### src/rtl/mac_array_if.sv
// Operand/result handshake bundle for mac_array_nxn.
// The master drives operands and consumes results; the slave is the MAC array.
interface mac_array_if #(
  parameter int N  = 3,
  parameter int DW = 4,
  parameter int AW = 10
);
  localparam int IW = $clog2(N * N);

  logic            start;
  logic            in_valid;
  logic            in_ready;
  logic [N*DW-1:0] w_vec;
  logic [N*DW-1:0] x_vec;
  logic            out_valid;
  logic            out_ready;
  logic [AW-1:0]   out_data;
  logic [IW-1:0]   out_idx;
  logic            busy;
  logic            done;
  logic            overflow;

  modport master (
    output start, in_valid, w_vec, x_vec, out_ready,
    input  in_ready, out_valid, out_data, out_idx, busy, done, overflow
  );

  modport slave (
    input  start, in_valid, w_vec, x_vec, out_ready,
    output in_ready, out_valid, out_data, out_idx, busy, done, overflow
  );
endinterface

### src/rtl/mac_array_nxn.sv
// N x N saturating MAC array: accumulates N outer products w*x^T, then streams
// the N*N results row-major over a valid/ready handshake.
module mac_array_nxn #(
  parameter int N  = 3,
  parameter int DW = 4,
  parameter int AW = 10
) (
  input  logic         clk,
  input  logic         rst_n,
  mac_array_if.slave   bus
);
  localparam int NC = N * N;
  localparam int IW = $clog2(NC);
  localparam int CW = $clog2(N + 1);
  localparam logic [IW-1:0] LAST_IDX  = IW'(NC - 1);
  localparam logic [CW-1:0] LAST_BEAT = CW'(N - 1);

  typedef enum logic [1:0] {
    IDLE  = 2'd0,
    LOAD  = 2'd1,
    DRAIN = 2'd2
  } state_t;

  state_t          state_r;
  state_t          state_nx_s;
  logic [AW-1:0]   acc_r [NC];
  logic [AW:0]     cell_s [NC];
  logic            any_sat_s;
  logic [CW-1:0]   beat_cnt_r;
  logic [IW-1:0]   idx_r;
  logic [IW-1:0]   idx_inc_s;
  logic [AW-1:0]   out_data_r;
  logic            in_ready_r;
  logic            out_valid_r;
  logic            busy_r;
  logic            done_r;
  logic            overflow_r;
  logic            in_ready_nx_s;
  logic            busy_nx_s;
  logic            start_s;
  logic            accept_s;
  logic            last_beat_s;
  logic            out_fire_s;
  logic            last_out_s;

  // Bit AW of the result flags saturation; the low AW bits are the clamped sum.
  function automatic logic [AW:0] mac_cell(
    input logic [AW-1:0] acc,
    input logic [DW-1:0] w,
    input logic [DW-1:0] x
  );
    logic [2*DW-1:0] prod;
    logic [AW:0]     sum;
    prod = {{DW{1'b0}}, w} * {{DW{1'b0}}, x};
    sum  = {1'b0, acc} + {{(AW + 1 - 2*DW){1'b0}}, prod};
    if (sum[AW]) begin
      mac_cell = {1'b1, {AW{1'b1}}};
    end else begin
      mac_cell = sum;
    end
  endfunction

  assign start_s     = (state_r == IDLE) && bus.start;
  assign accept_s    = bus.in_valid && in_ready_r;
  assign last_beat_s = accept_s && (beat_cnt_r == LAST_BEAT);
  assign out_fire_s  = out_valid_r && bus.out_ready;
  assign last_out_s  = out_fire_s && (idx_r == LAST_IDX);
  assign idx_inc_s   = idx_r + IW'(1);

  // State register
  always_ff @(posedge clk or negedge rst_n) begin
    if (!rst_n) begin
      state_r <= IDLE;
    end else begin
      state_r <= state_nx_s;
    end
  end

  // Next-state logic
  always_comb begin
    state_nx_s = state_r;
    case (state_r)
      IDLE:    if (start_s)     state_nx_s = LOAD;  else state_nx_s = IDLE;
      LOAD:    if (last_beat_s) state_nx_s = DRAIN; else state_nx_s = LOAD;
      DRAIN:   if (last_out_s)  state_nx_s = IDLE;  else state_nx_s = DRAIN;
      default: state_nx_s = IDLE;
    endcase
  end

  // Output decode from the next state so the flags are registered yet cycle-exact
  always_comb begin
    in_ready_nx_s = 1'b0;
    busy_nx_s     = 1'b0;
    case (state_nx_s)
      IDLE:    begin in_ready_nx_s = 1'b0; busy_nx_s = 1'b0; end
      LOAD:    begin in_ready_nx_s = 1'b1; busy_nx_s = 1'b1; end
      DRAIN:   begin in_ready_nx_s = 1'b0; busy_nx_s = 1'b1; end
      default: begin in_ready_nx_s = 1'b0; busy_nx_s = 1'b0; end
    endcase
  end

  // Per-cell multiply-accumulate candidates for the current beat
  always_comb begin
    any_sat_s = 1'b0;
    for (int k = 0; k < NC; k++) begin
      cell_s[k] = mac_cell(acc_r[k], bus.w_vec[(k / N)*DW +: DW], bus.x_vec[(k % N)*DW +: DW]);
      any_sat_s = any_sat_s | cell_s[k][AW];
    end
  end

  // Accumulators, beat counter and sticky overflow
  always_ff @(posedge clk or negedge rst_n) begin
    if (!rst_n) begin
      for (int k = 0; k < NC; k++) acc_r[k] <= {AW{1'b0}};
      beat_cnt_r <= {CW{1'b0}};
      overflow_r <= 1'b0;
    end else if (start_s) begin
      for (int k = 0; k < NC; k++) acc_r[k] <= {AW{1'b0}};
      beat_cnt_r <= {CW{1'b0}};
      overflow_r <= 1'b0;
    end else if (accept_s) begin
      for (int k = 0; k < NC; k++) acc_r[k] <= cell_s[k][AW-1:0];
      beat_cnt_r <= last_beat_s ? {CW{1'b0}} : beat_cnt_r + CW'(1);
      overflow_r <= overflow_r | any_sat_s;
    end else begin
      beat_cnt_r <= beat_cnt_r;
      overflow_r <= overflow_r;
    end
  end

  // Result stream: element 0 is captured from the final beat's sums directly
  always_ff @(posedge clk or negedge rst_n) begin
    if (!rst_n) begin
      in_ready_r  <= 1'b0;
      busy_r      <= 1'b0;
      done_r      <= 1'b0;
      out_valid_r <= 1'b0;
      idx_r       <= {IW{1'b0}};
      out_data_r  <= {AW{1'b0}};
    end else begin
      in_ready_r <= in_ready_nx_s;
      busy_r     <= busy_nx_s;
      done_r     <= last_out_s;
      if (last_beat_s) begin
        out_valid_r <= 1'b1;
        idx_r       <= {IW{1'b0}};
        out_data_r  <= cell_s[0][AW-1:0];
      end else if (last_out_s) begin
        out_valid_r <= 1'b0;
        idx_r       <= {IW{1'b0}};
        out_data_r  <= {AW{1'b0}};
      end else if (out_fire_s) begin
        out_valid_r <= 1'b1;
        idx_r       <= idx_inc_s;
        out_data_r  <= acc_r[idx_inc_s];
      end else begin
        out_valid_r <= out_valid_r;
        idx_r       <= idx_r;
        out_data_r  <= out_data_r;
      end
    end
  end

  assign bus.in_ready  = in_ready_r;
  assign bus.out_valid = out_valid_r;
  assign bus.out_data  = out_data_r;
  assign bus.out_idx   = idx_r;
  assign bus.busy      = busy_r;
  assign bus.done      = done_r;
  assign bus.overflow  = overflow_r;
endmodule

### src/flat_wrapper.sv
// flat-port wrapper written by rule: the top's interface ports become plain ports
module mac_array_nxn_flat 
#(
  parameter int N  = 3,
  parameter int DW = 4,
  parameter int AW = 10
)
  (clk, rst_n, bus_start, bus_in_valid, bus_w_vec, bus_x_vec, bus_out_ready, bus_in_ready, bus_out_valid, bus_out_data, bus_out_idx, bus_busy, bus_done, bus_overflow);
  mac_array_if #(.N(N), .DW(DW), .AW(AW)) bus_i ();
  input  logic clk;
  input  logic rst_n;
  input wire logic [$bits(bus_i.start)-1:0] bus_start;
  input wire logic [$bits(bus_i.in_valid)-1:0] bus_in_valid;
  input wire logic [$bits(bus_i.w_vec)-1:0] bus_w_vec;
  input wire logic [$bits(bus_i.x_vec)-1:0] bus_x_vec;
  input wire logic [$bits(bus_i.out_ready)-1:0] bus_out_ready;
  output wire logic [$bits(bus_i.in_ready)-1:0] bus_in_ready;
  output wire logic [$bits(bus_i.out_valid)-1:0] bus_out_valid;
  output wire logic [$bits(bus_i.out_data)-1:0] bus_out_data;
  output wire logic [$bits(bus_i.out_idx)-1:0] bus_out_idx;
  output wire logic [$bits(bus_i.busy)-1:0] bus_busy;
  output wire logic [$bits(bus_i.done)-1:0] bus_done;
  output wire logic [$bits(bus_i.overflow)-1:0] bus_overflow;
  assign bus_i.start = bus_start;
  assign bus_i.in_valid = bus_in_valid;
  assign bus_i.w_vec = bus_w_vec;
  assign bus_i.x_vec = bus_x_vec;
  assign bus_i.out_ready = bus_out_ready;
  assign bus_in_ready = bus_i.in_ready;
  assign bus_out_valid = bus_i.out_valid;
  assign bus_out_data = bus_i.out_data;
  assign bus_out_idx = bus_i.out_idx;
  assign bus_busy = bus_i.busy;
  assign bus_done = bus_i.done;
  assign bus_overflow = bus_i.overflow;
  mac_array_nxn #(.N(N), .DW(DW), .AW(AW)) u_core (.clk(clk), .rst_n(rst_n), .bus(bus_i));
endmodule
### config.mk
export PLATFORM = sky130hd
export DESIGN_NAME = mac_array_nxn_flat
export DESIGN_NICKNAME = d
export VERILOG_FILES = /design/src/rtl/mac_array_if.sv /design/src/rtl/mac_array_nxn.sv /design/src/flat_wrapper.sv
export SDC_FILE = /design/constraint.sdc
export NUM_CORES = 1
export LEC_CHECK = 0
export ABC_AREA = 1
export CAP_MARGIN = 20
export CORE_MARGIN = 1.5
export CORE_UTILIZATION = 58
export DETAILED_ROUTE_END_ITERATION = 8
export GPL_TIMING_DRIVEN = 0
export PLACE_DENSITY_LB_ADDON = 0.08
export SLEW_MARGIN = 0
export SYNTH_ARGS = -nofsm -noshare
export SYNTH_HDL_FRONTEND = slang
export SYNTH_SLANG_ARGS = --single-unit
### constraint.sdc
create_clock -name clk -period 2 [get_ports clk]
set_input_delay 0.6 -clock clk [delete_from_list [all_inputs] [get_ports clk]]
set_output_delay 0.6 -clock clk [all_outputs]
set_load 0.02 [all_outputs]
==> metrics.md, run 1 <==
| Metric | Value |
|---|---|
| VDD IR-drop max | 0.0007690 V |
| IO buf count | 47 |
| Sequential-to-total area share from yosys stat | 21.04% |
| Total gr overflow | 0 |
| Commonest non-fill, non-tap cell in the layout | inv_1 |
| Comb pwr share | 72.4% |
| Initial antenna violation count | 1 |
| Largest net degree at the start of global routing | 62 |
| Worst skew pair latency | 440 ps |
| Worst setup SP type | primary input |
| Internal Pwr Total | 12.54 mW |
| Die width | 155.2 um |
| CORE AREA | 22,710 um2 |
| Reg-to-reg slack, setup | -630 ps |
| Slew @ Worst Pin | 738.4 ps |
| Syn Nets | 2,165 |
| DIE AREA | 24,100 um2 |
| Clock Power Share | 12.0% |
| Switch Pwr | 13.15 mW |
| Most frequent cells in the layout | 410 x inv_1, 350 x nand2_1, 127 x ha_1 |
| PwrDens | 1365 nW/um2 |
| Endpoints failing setup | 101 |
| FMAX | 286.3 MHz |
| Vias in the first global route | 13,500 |
| Leak pwr | 10.63 nW |
| Rows | 55 |
| Placed cell count | 2,223 |
| Skew final | 14.06 ps |
| Final Core Density | 82.89% |
| Via/cell ratio | 5.969 |
| RSZ-0062 raised after global routing | true |
| Pins Over Slew Limit | 0 |
| Failing checks | negative setup slack |
| Iter 0 DRT Violations | 1,658 |
| Drt pass-1 iters | 5 |
| Final hold vios | 0 |
| Nets | 2,397 |
| IO Count | 48 |
| Worst slack, placed | -2636 ps |
| Global-route usage over all layers | 40.65% |
| Mean post-synth cell area | 7.112 um2 |
| Critical path peak fanout | 6 |
| Synthesized cell area | 13,440 um2 |
| Post-Layout Cell Count | 2,421 |
| Ratio of cells with drive above 1 in the final layout | 31.48% |
| DRC Markers | 0 |
| Warnings from Yosys | 0 |
| Gpl congestion | 0.9771 |
| Final Critical Period | 3493 ps |
| CTS Buffer Depth | 2 |
| Initial Util | 59.19% |
| Post-synthesis register bit count | 113 |
| Critical path arrival | 3780 ps |
| CP Capture Type | flop |
| CTS Root Cell | clkbuf_16 |
| Hold buffers post-CTS | 0 |
| Routed wire length | 51,360 um |
| CTS tree | built |
| Routed WL per cell | 21.22 um |
| Htree depth | 4 |
| Die Ht | 155.2 um |
| Relative slew margins | 50.78% |
| Area grow syn2layout | 40.04% |
| Share of power burned in registers | 15.6% |
| Final worst-path cycle share | 174.7% |
| Antenna Nets Post-Route | 0 |
| Via count | 14,450 |
| Count of different cell masters after synthesis | 40 |
| Clock Sinks | 113 |
| Required time worst endpoint | 2280 ps |
| Critical path class | in -> reg |
| DPL Wire Length | 31,940 um |
| Clk slew on worst S/H paths | 70 ps |
| Sw Share | 51.17% |
| TritonCTS Buffers | 17 |
| Cells after Synth | 1,890 |
| First-pass GRT wire length | 73,660 um |
| Final Worst Setup Slack | -1493 ps |
| HP Class | in -> async |
| Status | finished with violations |
| Maxcap violations | 0 |
-- synth_stat cells --
cell | n | area share, %
nor2_1 | 35 | 0.98
nand3_2 | 7 | 0.52
dfrtp_1 | 113 | 21
clkbuf_2 | 3 | 0.11
ha_1 | 165 | 15
nor3_1 | 13 | 0.48
nand4_2 | 3 | 0.28
a22oi_1 | 1 | 0.056
a21boi_1 | 2 | 0.11
o2111ai_1 | 1 | 0.065
nand3_1 | 100 | 3.7
xnor2_1 | 15 | 0.98
o211ai_1 | 11 | 0.61
nor2_2 | 5 | 0.23
xor2_1 | 22 | 1.4
clkbuf_1 | 29 | 0.81
a21boi_2 | 1 | 0.084
nand3_4 | 2 | 0.26
o22ai_1 | 26 | 1.2
o21ai_2 | 1 | 0.065
o21ai_1 | 43 | 1.6
a21boi_0 | 1 | 0.056
o21bai_1 | 8 | 0.45
inv_1 | 445 | 12
or2_2 | 8 | 0.37
nand2_1 | 463 | 13
xor2_2 | 1 | 0.12
buf_6 | 2 | 0.17
fa_1 | 81 | 12
a21oi_1 | 87 | 3.2
nor2_4 | 9 | 0.75
a31oi_1 | 6 | 0.28
nand2_2 | 5 | 0.23
inv_2 | 15 | 0.42
a21o_1 | 9 | 0.50
nand4_1 | 25 | 1.2
buf_2 | 24 | 0.89
buf_1 | 1 | 0.028
o21ai_0 | 97 | 3.6
buf_4 | 5 | 0.28
-- logic make-up (layout without fill, tap and decap cells) --
group           count (synthesis)  count (layout)  synth area share, %
compound gates                294             294                11.94
xor+xnor                       38              38                2.532
fa+ha+maj                     246             246                27.42
buf+inv                       524             768                15.14
flops                         113             113                21.04
other cells                     0               1                    0
simple gates                  675             676                21.93
-- critical path, cell delays in order --
cell and delay [ps]:
buf_12 100, clkbuf_16 160, buf_6 110, nand2_4 40
fa_1 570, fa_1 440, fa_1 530, inv_2 50
ha_4 240, nand2_4 80, a21oi_2 60, o21ai_2 200
buf_4 170, nand3_4 130, a21oi_2 200, o22ai_2 110
-- metrics by stage --
stage | area (um2) | hold WS (ps) | power [mW] | setup TNS (ps)
after global placement | 15070 | 486.8 | 17.44 | -706280
final | 18820 | 89.75 | 25.69 | -132610
after detailed placement | 15100 | 486.5 | 17.70 | -234020
after CTS | 17770 | 125.5 | 22.80 | -126070
after global routing | 18820 | 151.0 | 27.06 | -141800
after floorplan | 14240 | 304.4 | 13.98 | -133390
-- worst paths after layout --
check | start | end | cells after the start
worst max-delay path | bus_x_vec[3] | u_core.acc_r[23] | 16
worst min-delay path | rst_n | u_core.beat_cnt_r[1] | 1
worst max register to register | u_core.acc_r[26] | u_core.acc_r[23] | 11
worst min register to register | u_core.bus.out_data[8] | u_core.bus.out_data[8] | 2
max in group asynchronous | rst_n | u_core.bus.overflow | 2
min in group clk | u_core.bus.out_data[8] | u_core.bus.out_data[8] | 2
-- power groups by stage --
stage                     logic [mW]  registers (mW)  clock network [mW]
after floorplan                 10.1            3.84                   0
after global placement          13.5            3.94                   0
after detailed placement        13.7            3.96                   0
after CTS                       15.8            3.93                3.03
after global routing            19.9            4.05                3.13
final                           18.6            4.01                3.08
-- area by class of cell --
cell class                      count  area, um2
Timing Repair Buffer              212       2092
Antenna cell                        1      2.502
Multi-Input combinational cell   1254      10440
Tap cell                          285      356.6
Sequential cell                   113       2828
Buffer                             64      779.5
Clock buffer                       17      425.4
Inverter                          460       1749
Clock inverter                     15      148.9
Fill cell                        1332       3886
-- layer usage --
layer  part of all wire, %  track usage, %  up-vias
li1                      -               -     6360
met1                    37           52.45     6966
met2                    45           63.44      886
met3                    11           10.00      238
met4                   6.0           21.27        0
met5                     0               0        -
-- state kept, by name (all words and copies together), names as in the netlist --
signal                flops
u_core.state_r            2
u_core.bus.out_idx        4
u_core.bus.in_ready       1
u_core.bus.busy           1
u_core.bus.overflow       1
u_core.bus.out_data      10
u_core.bus.out_valid      1
u_core.acc_r             90
u_core.bus.done           1
u_core.beat_cnt_r         2
-- repair_timing --
| action | in CTS | in global routing |
|---|---|---|
| setup buffers | 124 | 32 |
| cloned | 10 | 0 |
| pin swaps | 85 | 118 |
| resized for setup | 349 | 215 |
| endpoints found under the setup margin | 117 | 112 |
(Power assumes the default switching activity.)
==> run 2, diff against run 1 <==
- CORE_UTILIZATION: 58 -> 60
- RECOVER_POWER: not set -> 50
- clock period: 2 -> 3.45 ns (I/O delays scaled with it)
==> metrics.md, run 2 (synthesized netlist as in run 1, its figures left out) <==
| Metric | Value |
|---|---|
| Status | finished with violations |
| Failing checks | max-capacitance violations, max-slew violations, negative setup slack |
| Nets | 2,376 |
| Worst setup SP type | primary input |
| Register area | 2828 um2 |
| Critical path class | in -> reg |
| Iter 0 DRT Violations | 1,579 |
| Sw Share | 51.53% |
| Via/cell ratio | 6.095 |
| Slew @ Worst Pin | 2792 ps |
| Critical path arrival | 4380 ps |
| Worst hold stages | 2 |
| CORE AREA | 21,890 um2 |
| Area taken by multi-input logic gates | 10,410 um2 |
| Post-route cell area | 18,460 um2 |
| Hold_sp | u_core.bus.out_valid |
| Rows | 54 |
| Die Ht | 152.7 um |
| CTS tree | built |
| Global-route usage over all layers | 41.99% |
| Area grow syn2layout | 37.36% |
| CTS Buffer Depth | 2 |
| Final Worst Setup Slack | -614.7 ps |
| Ratio of cells with drive above 1 in the final layout | 29.55% |
| Tot Pwr | 14.78 mW |
| Drt pass-1 iters | 6 |
| PwrDens | 800.3 nW/um2 |
| DRC Markers | 0 |
| Total gr overflow | 0 |
| Vias in the first global route | 13,910 |
| Final worst-path cycle share | 117.8% |
| Fill count | 1,187 |
| TritonCTS Buffers | 17 |
| Htree depth | 4 |
| Hold Path End | u_core.bus.out_valid |
| Relative slew margins | -86.12% |
| Max reg flops | 90 |
| Largest net degree at the start of global routing | 68 |
| Worst skew pair latency | 430 ps |
| Final Core Density | 84.35% |
| HP Class | reg -> reg |
| Critical Path, Cell by Cell | buf_8 -> clkbuf_16 -> buf_6 -> nand2_4 -> fa_1 -> fa_2 -> fa_1 -> inv_2 -> ha_4 -> nand2_4 -> nand2_1 -> nand2_1 -> nand2_1 -> nand2_1 -> nand2_2 -> nor2_4 -> nand2_1 -> nor2_1 -> nand2_1 -> nand2_1 -> nand2_1 |
| Initial Util | 61.40% |
| DIE AREA | 23,310 um2 |
| Reg-to-reg endpoint | u_core.bus.out_data[5] |
| Clock Sinks | 113 |
| Final Critical Period | 4065 ps |
| Cell Area, Placed | 15,090 um2 |
| Endpoints failing setup | 101 |
| Routed WL per cell | 22.18 um |
| Final hold vios | 0 |
| Leak pwr | 10.42 nW |
| Routed wire length | 53,100 um |
| R2R cell count | 13 |
| Die width | 152.7 um |
| IO Count | 48 |
| Clock Power Share | 11.8% |
| Maxcap violations | 1 |
| Critical path peak fanout | 6 |
| RSZ-0062 raised after global routing | true |
| Slowest stage delay, CP | 570 ps |
| First-pass GRT wire length | 74,890 um |
| Share of power burned in registers | 15.7% |
| Required time worst endpoint | 3760 ps |
| Switch Pwr | 7.614 mW |
| CTS Root Cell | clkbuf_16 |
| Via count | 14,590 |
| Reg-to-reg slack, setup | 730 ps |
| FMAX | 246.0 MHz |
| Skew final | 11.55 ps |
| CP dominant cell by count | nand2_1 |
| Pins Over Slew Limit | 48 |
| CP Capture Type | flop |
| CP delay by family, top | adder cells |
| DPL Wire Length | 33,240 um |
| IO buf count | 47 |
| Internal Pwr Total | 7.162 mW |
| Largest register by flop count | u_core.acc_r |
| CP max-delay cell | fa_1 |
| Clk slew on worst S/H paths | 60 ps |
| Worst slack, placed | -1475 ps |
| Initial antenna violation count | 1 |
| VDD IR-drop max | 0.0005679 V |
| Gpl congestion | 0.9731 |
| Antenna Nets Post-Route | 0 |
| Most frequent cells in the layout | 415 x inv_1, 348 x nand2_1, 132 x ha_1 |
| Comb pwr share | 72.5% |
| CP bufs+invs | 4 |
| Commonest non-fill, non-tap cell in the layout | inv_1 |
| Final setup TNS | -38,490 ps |
| Reg-to-reg startpoint | u_core.bus.out_idx[0] |
==> run 2: cell types whose count changed in the layout (fill, tap and decap cells not counted), moves of 7 or more <==
| cell | change |
|---|---|
| buf_4 | -15 |
| clkdlybuf4s50_1 | +16 |
| dlygate4sd2_1 | -12 |
| ha_4 | -7 |
| nand2_4 | +7 |
==> run 2: metrics by stage <==
stage          hold slack, ps  std cells
5_1_grt                 526.2       2392
3_5_place_dp            484.2       2218
2_1_floorplan           469.3       1890
3_3_place_gp            477.9       2217
4_1_cts                 498.9       2363
6_report                495.3       2394
==> run 2: what timing repair did <==
item,4_1_cts,5_1_grt
hold buffers,0,0
setup endpoints to repair,101,101
buffers inserted,109,36
cloned,7,0
gates resized for setup,320,199
pin swaps,85,87
==> run 2: final cells by class <==
cell class,count,share of cell area (%)
antenna,2,0.02711
buffer,62,3.774
clock buffer,24,2.717
clock inverter,6,0.2982
inverter,460,9.460
multi-input combinational,1254,56.40
sequential,113,15.31
tap,280,1.897
timing repair buffer,193,10.11
==> run 2: worst min-delay path, cell delays in order (launching register included) <==
cell and delay (ps):
dfrtp_1 360, nand2_1 60, nand2_1 50
==> run 2: worst max path at each step <==
| stage | from | end | cells past startpoint |
|---|---|---|---|
| floorplan | bus_x_vec[9] | u_core.bus.overflow | 19 |
| global placement | rst_n | u_core.acc_r[37] | 1 |
| detailed placement | bus_x_vec[3] | u_core.bus.overflow | 20 |
| CTS | bus_w_vec[10] | u_core.bus.overflow | 20 |
| global route | bus_w_vec[1] | u_core.bus.overflow | 21 |
| finish | bus_w_vec[1] | u_core.bus.overflow | 21 |
==> run 2: per-layer routing <==
| metal | wire length [um] | global-route usage (%) |
|---|---|---|
| met2 | 24320 | 67.50 |
| met3 | 5460 | 8.020 |
| met4 | 3520 | 20.01 |
| met1 | 19800 | 54.66 |
| met5 | 0 | 0 |
==> run 2: power groups by stage <==
stage	clock network, mW	logic, mW	registers [mW]
floorplan	0	5.88	2.23
global placement	0	7.90	2.28
detailed placement	0	8.08	2.29
CTS	1.73	9.10	2.27
global route	1.80	11.4	2.34
finish	1.75	10.7	2.32
